**config.mk**
```make
export PLATFORM = sky130hd
export DESIGN_NAME = alu_uart_host
export DESIGN_NICKNAME = d
export VERILOG_FILES = /design/src/rtl/alu_uart_host.sv
export SDC_FILE = /design/constraint.sdc
export NUM_CORES = 1
export LEC_CHECK = 0
export CAP_MARGIN = 20
export CORE_MARGIN = 2
export CORE_UTILIZATION = 45
export DETAILED_ROUTE_END_ITERATION = 7
export PLACE_DENSITY = 0.76
export SETUP_SLACK_MARGIN = 0.15
export SYNTH_ARGS = -nofsm -noshare
export SYNTH_HDL_FRONTEND = slang
export SYNTH_SLANG_ARGS = --single-unit
```
**constraint.sdc**
```tcl
create_clock -name i_clk -period 2.2 [get_ports i_clk]
set_input_delay 0.33 -clock i_clk [delete_from_list [all_inputs] [get_ports i_clk]]
set_output_delay 0.33 -clock i_clk [all_outputs]
set_load 0.05 [all_outputs]
```
**src/rtl/alu_uart_host.sv**
```systemverilog
// Host-side sequencer for the UART ALU link: sends A, B and the opcode,
// then waits for the single result byte coming back from the ALU side.
module alu_uart_host #(
    parameter int DATA_SIZE      = 8,
    parameter int OPCODE_SIZE    = 6,
    parameter int TIMEOUT_CYCLES = 1000000,
    parameter int TIMEOUT_WIDTH  = 20
) (
    input  logic                   i_clk,
    input  logic                   i_reset,
    input  logic                   i_req,
    input  logic [DATA_SIZE-1:0]   i_data_A,
    input  logic [DATA_SIZE-1:0]   i_data_B,
    input  logic [OPCODE_SIZE-1:0] i_data_OPCODE,
    output logic                   o_tx_start,
    output logic [DATA_SIZE-1:0]   o_tx_data,
    input  logic                   i_tx_done,
    input  logic                   i_rx_done,
    input  logic [DATA_SIZE-1:0]   i_rx_data,
    output logic                   o_busy,
    output logic [DATA_SIZE-1:0]   o_result,
    output logic                   o_result_valid,
    output logic                   o_timeout,
    output logic [7:0]             o_txn_count
);

    typedef enum logic [1:0] {
        IDLE,
        SEND,
        WAIT_TX,
        WAIT_RX
    } state_t;

    localparam logic [TIMEOUT_WIDTH-1:0] TMO_LAST =
        TIMEOUT_WIDTH'(TIMEOUT_CYCLES - 1);

    state_t                   state;
    logic [DATA_SIZE-1:0]     byte_a;
    logic [DATA_SIZE-1:0]     byte_b;
    logic [DATA_SIZE-1:0]     byte_op;
    logic [DATA_SIZE-1:0]     next_byte;
    logic [1:0]               idx;
    logic [1:0]               next_idx;
    logic [TIMEOUT_WIDTH-1:0] tmo_cnt;
    logic                     last_tx_done;
    logic                     last_rx_done;
    logic                     tx_ev;
    logic                     rx_ev;
    logic                     tmo_hit;

    // Done inputs may be pulses or levels; only rising edges count.
    assign tx_ev    = i_tx_done & ~last_tx_done;
    assign rx_ev    = i_rx_done & ~last_rx_done;
    assign tmo_hit  = (tmo_cnt == TMO_LAST);
    assign next_idx = idx + 2'd1;
    assign o_busy   = (state != IDLE);

    always_comb begin
        next_byte = byte_a;
        unique case (next_idx)
            2'd1:    next_byte = byte_b;
            2'd2:    next_byte = byte_op;
            default: next_byte = byte_a;
        endcase
    end

    always_ff @(posedge i_clk) begin
        if (i_reset) begin
            state          <= IDLE;
            byte_a         <= '0;
            byte_b         <= '0;
            byte_op        <= '0;
            idx            <= 2'd0;
            tmo_cnt        <= '0;
            last_tx_done   <= 1'b1;
            last_rx_done   <= 1'b1;
            o_tx_start     <= 1'b0;
            o_tx_data      <= '0;
            o_result       <= '0;
            o_result_valid <= 1'b0;
            o_timeout      <= 1'b0;
            o_txn_count    <= 8'd0;
        end else begin
            last_tx_done   <= i_tx_done;
            last_rx_done   <= i_rx_done;
            o_tx_start     <= 1'b0;
            o_result_valid <= 1'b0;
            o_timeout      <= 1'b0;
            case (state)
                IDLE: begin
                    if (i_req) begin
                        byte_a     <= i_data_A;
                        byte_b     <= i_data_B;
                        byte_op    <= DATA_SIZE'(i_data_OPCODE);
                        idx        <= 2'd0;
                        // start and data are registered on entry so they
                        // are visible during the SEND cycle itself
                        o_tx_start <= 1'b1;
                        o_tx_data  <= i_data_A;
                        state      <= SEND;
                    end
                end
                SEND: begin
                    tmo_cnt <= '0;
                    state   <= WAIT_TX;
                end
                WAIT_TX: begin
                    if (tx_ev) begin
                        if (idx < 2'd2) begin
                            idx        <= next_idx;
                            o_tx_start <= 1'b1;
                            o_tx_data  <= next_byte;
                            state      <= SEND;
                        end else begin
                            tmo_cnt <= '0;
                            state   <= WAIT_RX;
                        end
                    end else if (tmo_hit) begin
                        o_timeout <= 1'b1;
                        state     <= IDLE;
                    end else begin
                        tmo_cnt <= tmo_cnt + TIMEOUT_WIDTH'(1);
                    end
                end
                WAIT_RX: begin
                    if (rx_ev) begin
                        o_result       <= i_rx_data;
                        o_result_valid <= 1'b1;
                        o_txn_count    <= o_txn_count + 8'd1;
                        state          <= IDLE;
                    end else if (tmo_hit) begin
                        o_timeout <= 1'b1;
                        state     <= IDLE;
                    end else begin
                        tmo_cnt <= tmo_cnt + TIMEOUT_WIDTH'(1);
                    end
                end
                default: state <= IDLE;
            endcase
        end
    end

endmodule
```
# Word level (Yosys, flattened, before mapping)

Cells that the tools add are included.

Equal/unequal tests: 11
Reduce and logical (&&, ||, !) cells: 9
Magnitude comparators: 1
$add $sub $neg: 3
Mux-type cells: 29
Bitwise operators: 5

Operator list:

| cell                                           | count |
|---|---|
| two-way mux 20 bit                             | 4 |
| one-hot mux 20 bit (3 select lines)            | 1 |
| one-hot mux 8 bit (2 select lines)             | 2 |
| two-way mux 8 bit                              | 3 |
| adder 20 x 1 -> 20 bit (second input constant) | 1 |
| == test 20 bit (second input constant)         | 1 |
| two-way mux 2 bit                              | 8 |
| adder 8 x 1 -> 8 bit (second input constant)   | 1 |
| != test 2 bit (second input constant)          | 4 |
| one-hot mux 2 bit (4 select lines)             | 1 |
| two-way mux 1 bit                              | 7 |
| == test 2 bit (second input constant)          | 3 |
| == test 2 x 1 -> 1 bit (second input constant) | 2 |
| one-hot mux 1 bit (2 select lines)             | 2 |
| one-hot mux 2 bit (2 select lines)             | 1 |
| AND reduction 2 bit                            | 2 |
| AND reduction 4 bit                            | 1 |
| nonzero test 2 bit                             | 2 |
| != test 3 bit (second input constant)          | 1 |
| NOT 1 bit                                      | 3 |
| AND reduction 3 bit                            | 1 |
| nonzero test 3 bit                             | 1 |
| adder 2 x 1 -> 2 bit (second input constant)   | 1 |
| bitwise AND 1 bit                              | 2 |
| 3 further kinds                                | 3 |

Word-level logic and storage cells: 72
Input port bits: 35
Output and inout bits: 28
Register bits after elaboration: 75

# Longest topological paths before layout

Word-level depth: 6
Mapped depth: 8
Mapped depth without buffers: 7

# Worst setup path after synthesis

Ideal clock, no wire load.

Kind: reg2reg
Start: register tmo_cnt[10]
End: register tmo_cnt[14]
Required time: 2.077 ns
Arrival time: 1.942 ns
Stages on the path, launching flop included: 6
Setup time: 0.123 ns
Path buffers: 0
Period minus slack after synthesis: 2.065 ns
Setup slack: 0.135 ns
Cells stage by stage: dfxtp_1 or4_1 nor4_4 nor3_1 nand4_1 mux2_1

Longest elaborated chain between the ends: 4
Elaborated cells on any way between the ends: 6
Classes of those cells: add/sub: 1; eq/ne: 1; mux: 4

Ends and longest elaborated chain:

| what                                                            | line         | source |
|---|---|---|
| start, declared                                                 | 44           | `logic [TIMEOUT_WIDTH-1:0] tmo_cnt;` |
| start signal, assigned                                          | 122          | `tmo_cnt <= tmo_cnt + TIMEOUT_WIDTH'(1);` |
| start signal, assigned                                          | 135          | `tmo_cnt <= tmo_cnt + TIMEOUT_WIDTH'(1);` |
| adder 20 x 1 -> 20 bit / == test 20 bit (equally long branches) | 122, 135, 54 |  |
| two-way mux 20 bit *                                            | 118, 131     |  |
| two-way mux 20 bit, on equally long branches                    | 126, 108     |  |
| one-hot mux 20 bit (3 select lines) *                           | 89           | `case (state)` |

Every way passes the cells marked *; elsewhere a longest branch is shown, timed or not. The select of a mux whose other input is x is not followed.
A chain may end at the register's enable or synchronous reset.

# Worst setup path after layout

Same ends and word-level chain as after synthesis.

==> metrics.md <==
| Metric | Value |
|---|---|
| Die H | `about 89 µm` |
| HPWL Detailed | `5140 µm` |
| CTS resizes | `0` |
| Initial antenna violation count | `0` |
| Max-cap violations | `0` |
| Root Buffer | `clkbuf_8` |
| Number of DRC markers in iteration 0 | `160` |
| Clock skew | `8.29 ps` |
| CP Buf/Inv Count | `0` |
| Worst path required time | `about 2400 ps` |
| Metal3 WL | `321 µm` |
| CP Depth | `5` |
| Clock Tree Buf Depth | `2` |
| Top cells by area, synth | `dfxtp_1 (46%), nand2_1 (10%), a21oi_1 (6.6%)` |
| Non-Filler Instances | `between 500 and 600` |
| Min-delay worst type | `input port to flop` |
| EDFF count, synth | `0` |
| Post-route DRC violation count | `0` |
| CTS tree | `yes` |
| Clock transition at path regs | `80 ps` |
| Die ar. | `7920 µm²` |
| Outcome | `finished, final reports clean` |
| Delay-heaviest family, CP | `simple AND/OR/NAND/NOR gates` |
| CP Class | `flop to flop` |
| Relative slew slack | `0.643` |
| Pre-CTS setup slack | `163 ps` |
| Post-synthesis sequential area ratio | `0.462` |
| Hold-fix buffers, CTS | `0` |
| DR vias/cell | `5.23` |
| Post-route cell area | `4180 µm²` |
| RSZ-0062 raised after global routing | `false` |
| Grt total ovfl | `0` |
| CTS H-tree lvls | `3` |
| Warning count from the yosys run | `0` |
| # rows | `30` |
| Path depth of the worst reg2reg path | `5` |
| Max Fclk | `between 500 and 600 MHz` |
| Placed cell areas | `3990 µm²` |
| Ant diodes | `0` |
| Setup-failing EPs final | `0` |
| Mean Syn Cell Area | `8.13 µm²` |
| Worst-Skew Late Latency | `around 340 ps` |
| Mapped Area | `3250 µm²` |
| Worst Max-Slew Pin Slew | `533 ps` |
| Placer Congestion | `between 0.8 and 0.9` |
| Cells after Synth | `400` |
| Worst setup EP type | `flop` |
| Top sig layer | `met4` |
| Share of cells above drive strength 1 | `0.0792` |
| Largest net degree at the start of global routing | `34` |
| Worst hold stages | `2` |
| Number of library cell types mapped by synthesis | `between 40 and 50` |
| #FFs+latches synth | `75` |
| Starting Density | `0.471` |
| Routed length on met1 | `3450 µm` |
| Max incr delay on CP | `roughly 570 ps` |
| Synth top area share | `0.462` |
| Core Region | `6910 µm²` |
| Setup bufs post-CTS | `0` |
| Routed Antenna Nets | `0` |
| Die X-Extent | `89.0 µm` |
| Max-slew violations | `0` |
| Num CTS Buffers | `9` |
| VDD IR max | `approximately 0.00065 V` |
| Top Ports | `63` |
| TritonCTS Sinks | `75` |
| Commonest cells in the netlist | `nand2_1 (87), dfxtp_1 (75), a21oi_1 (43)` |
| I/O Buffers | `62` |
| Final period util | `0.890` |
| Total Neg Setup Slack | `0 ps` |
| CP Cell Sequence | `or4_4, nor4_4, nor3_1, nand4_1, mux2_1` |
| Fin crit period | `1960 ps` |
| Vias in the first global route | `2646` |
| Crit-path max FO | `6` |
| Ys flop type | `dfxtp_1` |
| Mapped Nets | `439` |
| Synthesis-to-layout area growth | `28.5%` |
| Placed cell count | `547` |
| Crit path DAT | `2190 ps` |
| Met2 wire length | `3450 µm` |
| Initial DRT Pass Iterations | `5` |
| Power density cells | `about 670 nW/µm²` |
| Final Hold Fails | `0` |
| First-pass GRT wire length | `11900 µm` |
| Most frequent cell after synthesis | `nand2_1` |
| Fill cell count | `619` |
| Post-synth ARST share | `0` |
| Final Net Count | `501` |
| Static Leak | `1.42 nW` |
| Routed vias | `2945` |
| Post-synth top area cell | `dfxtp_1` |
| CP max stage cell | `or4_4` |
| WHS | `412 ps` |
| Final setup margin | `approximately 240 ps` |
| DR WL/cell | `13.0 µm` |
| Worst Setup Start Kind | `flop` |
| DRT Wirelength | `7350 µm` |
| Tot GR Track Use | `0.190` |
==> cell families (layout without fill, tap and decap cells) <==
kind of cell    Yosys count  count (layout)  share of synthesized area
compound gates           79              79                      0.152
mux                       3               3                    0.00962
xor+xnor                 21              21                     0.0566
fa+ha+maj                 4               4                     0.0154
buf+inv                  32              99                     0.0369
simple gates            186             186                      0.268
flops                    75              75                      0.462
==> layout make-up <==
class,count,area [µm²],share of cell area
Tap cell,96,120,0.0288
Clock buffer,10,138,0.0329
Sequential cell,75,1500,0.359
Inverter,9,33.8,0.00809
Clock inverter,6,41.3,0.00988
Multi-Input combinational cell,293,1640,0.393
Timing Repair Buffer,74,703,0.168
==> worst register-to-register path, delay by kind of cell, from the launching register on <==
kind | cells | cell delay, ps
simple gates | 4 | 1160
mux | 1 | 320
flops | 1 | 370
==> final timing paths <==
check,slack (ps),endpoint,from
max reg2reg,240,tmo_cnt[14],tmo_cnt[10]
min,410,o_txn_count[7],i_reset
min reg2reg,450,o_tx_data[0],o_tx_data[0]
max,240,tmo_cnt[14],tmo_cnt[10]
==> registers in the layout, indices dropped and copies added, names as in the netlist, 2 cells and up <==
| signal | cells |
|---|---|
| byte_a | 8 |
| byte_b | 8 |
| idx | 2 |
| o_txn_count | 8 |
| tmo_cnt | 20 |
| state | 2 |
| o_tx_data | 8 |
| o_result | 8 |
| byte_op | 6 |
==> placed cells by master, fill, tap and decap left out, types with 3 or more instances in the layout <==
master	instances
clkbuf_8	10
nand2_1	87
a22oi_1	6
and3_1	4
buf_4	13
o211ai_1	8
xnor2_1	15
a211oi_1	4
nor3_1	8
a21oi_1	43
clkinvlp_4	3
inv_1	9
clkdlybuf4s50_1	60
dfxtp_1	75
nor4_1	6
nand3_1	16
xor2_1	6
ha_1	4
nand4_1	7
nor2_1	35
nor2b_1	5
==> where the power goes <==
group / internal (mW) / leakage [nW] / total (mW) / switching, mW
sequential: 1.41 / 0.610 / 1.45 / 0.0397
combinational: 0.173 / 0.728 / 0.407 / 0.234
clock: 0.437 / 0.0843 / 0.937 / 0.500
total: 2.02 / 1.42 / 2.80 / 0.773
==> routing by layer <==
layer	up-vias	track usage
li1	1500	-
met5	-	0
met3	12	0.0628
met2	61	0.305
met4	0	0.0719
met1	1372	0.239
==> stage by stage <==
step,util,power (mW)
floorplan,-,1.73
global placement,0.578,1.88
detailed placement,0.578,1.89
CTS,0.603,2.83
global route,0.605,2.93
finish,0.605,2.80
Note: power is estimated with default switching activity, not from simulation.
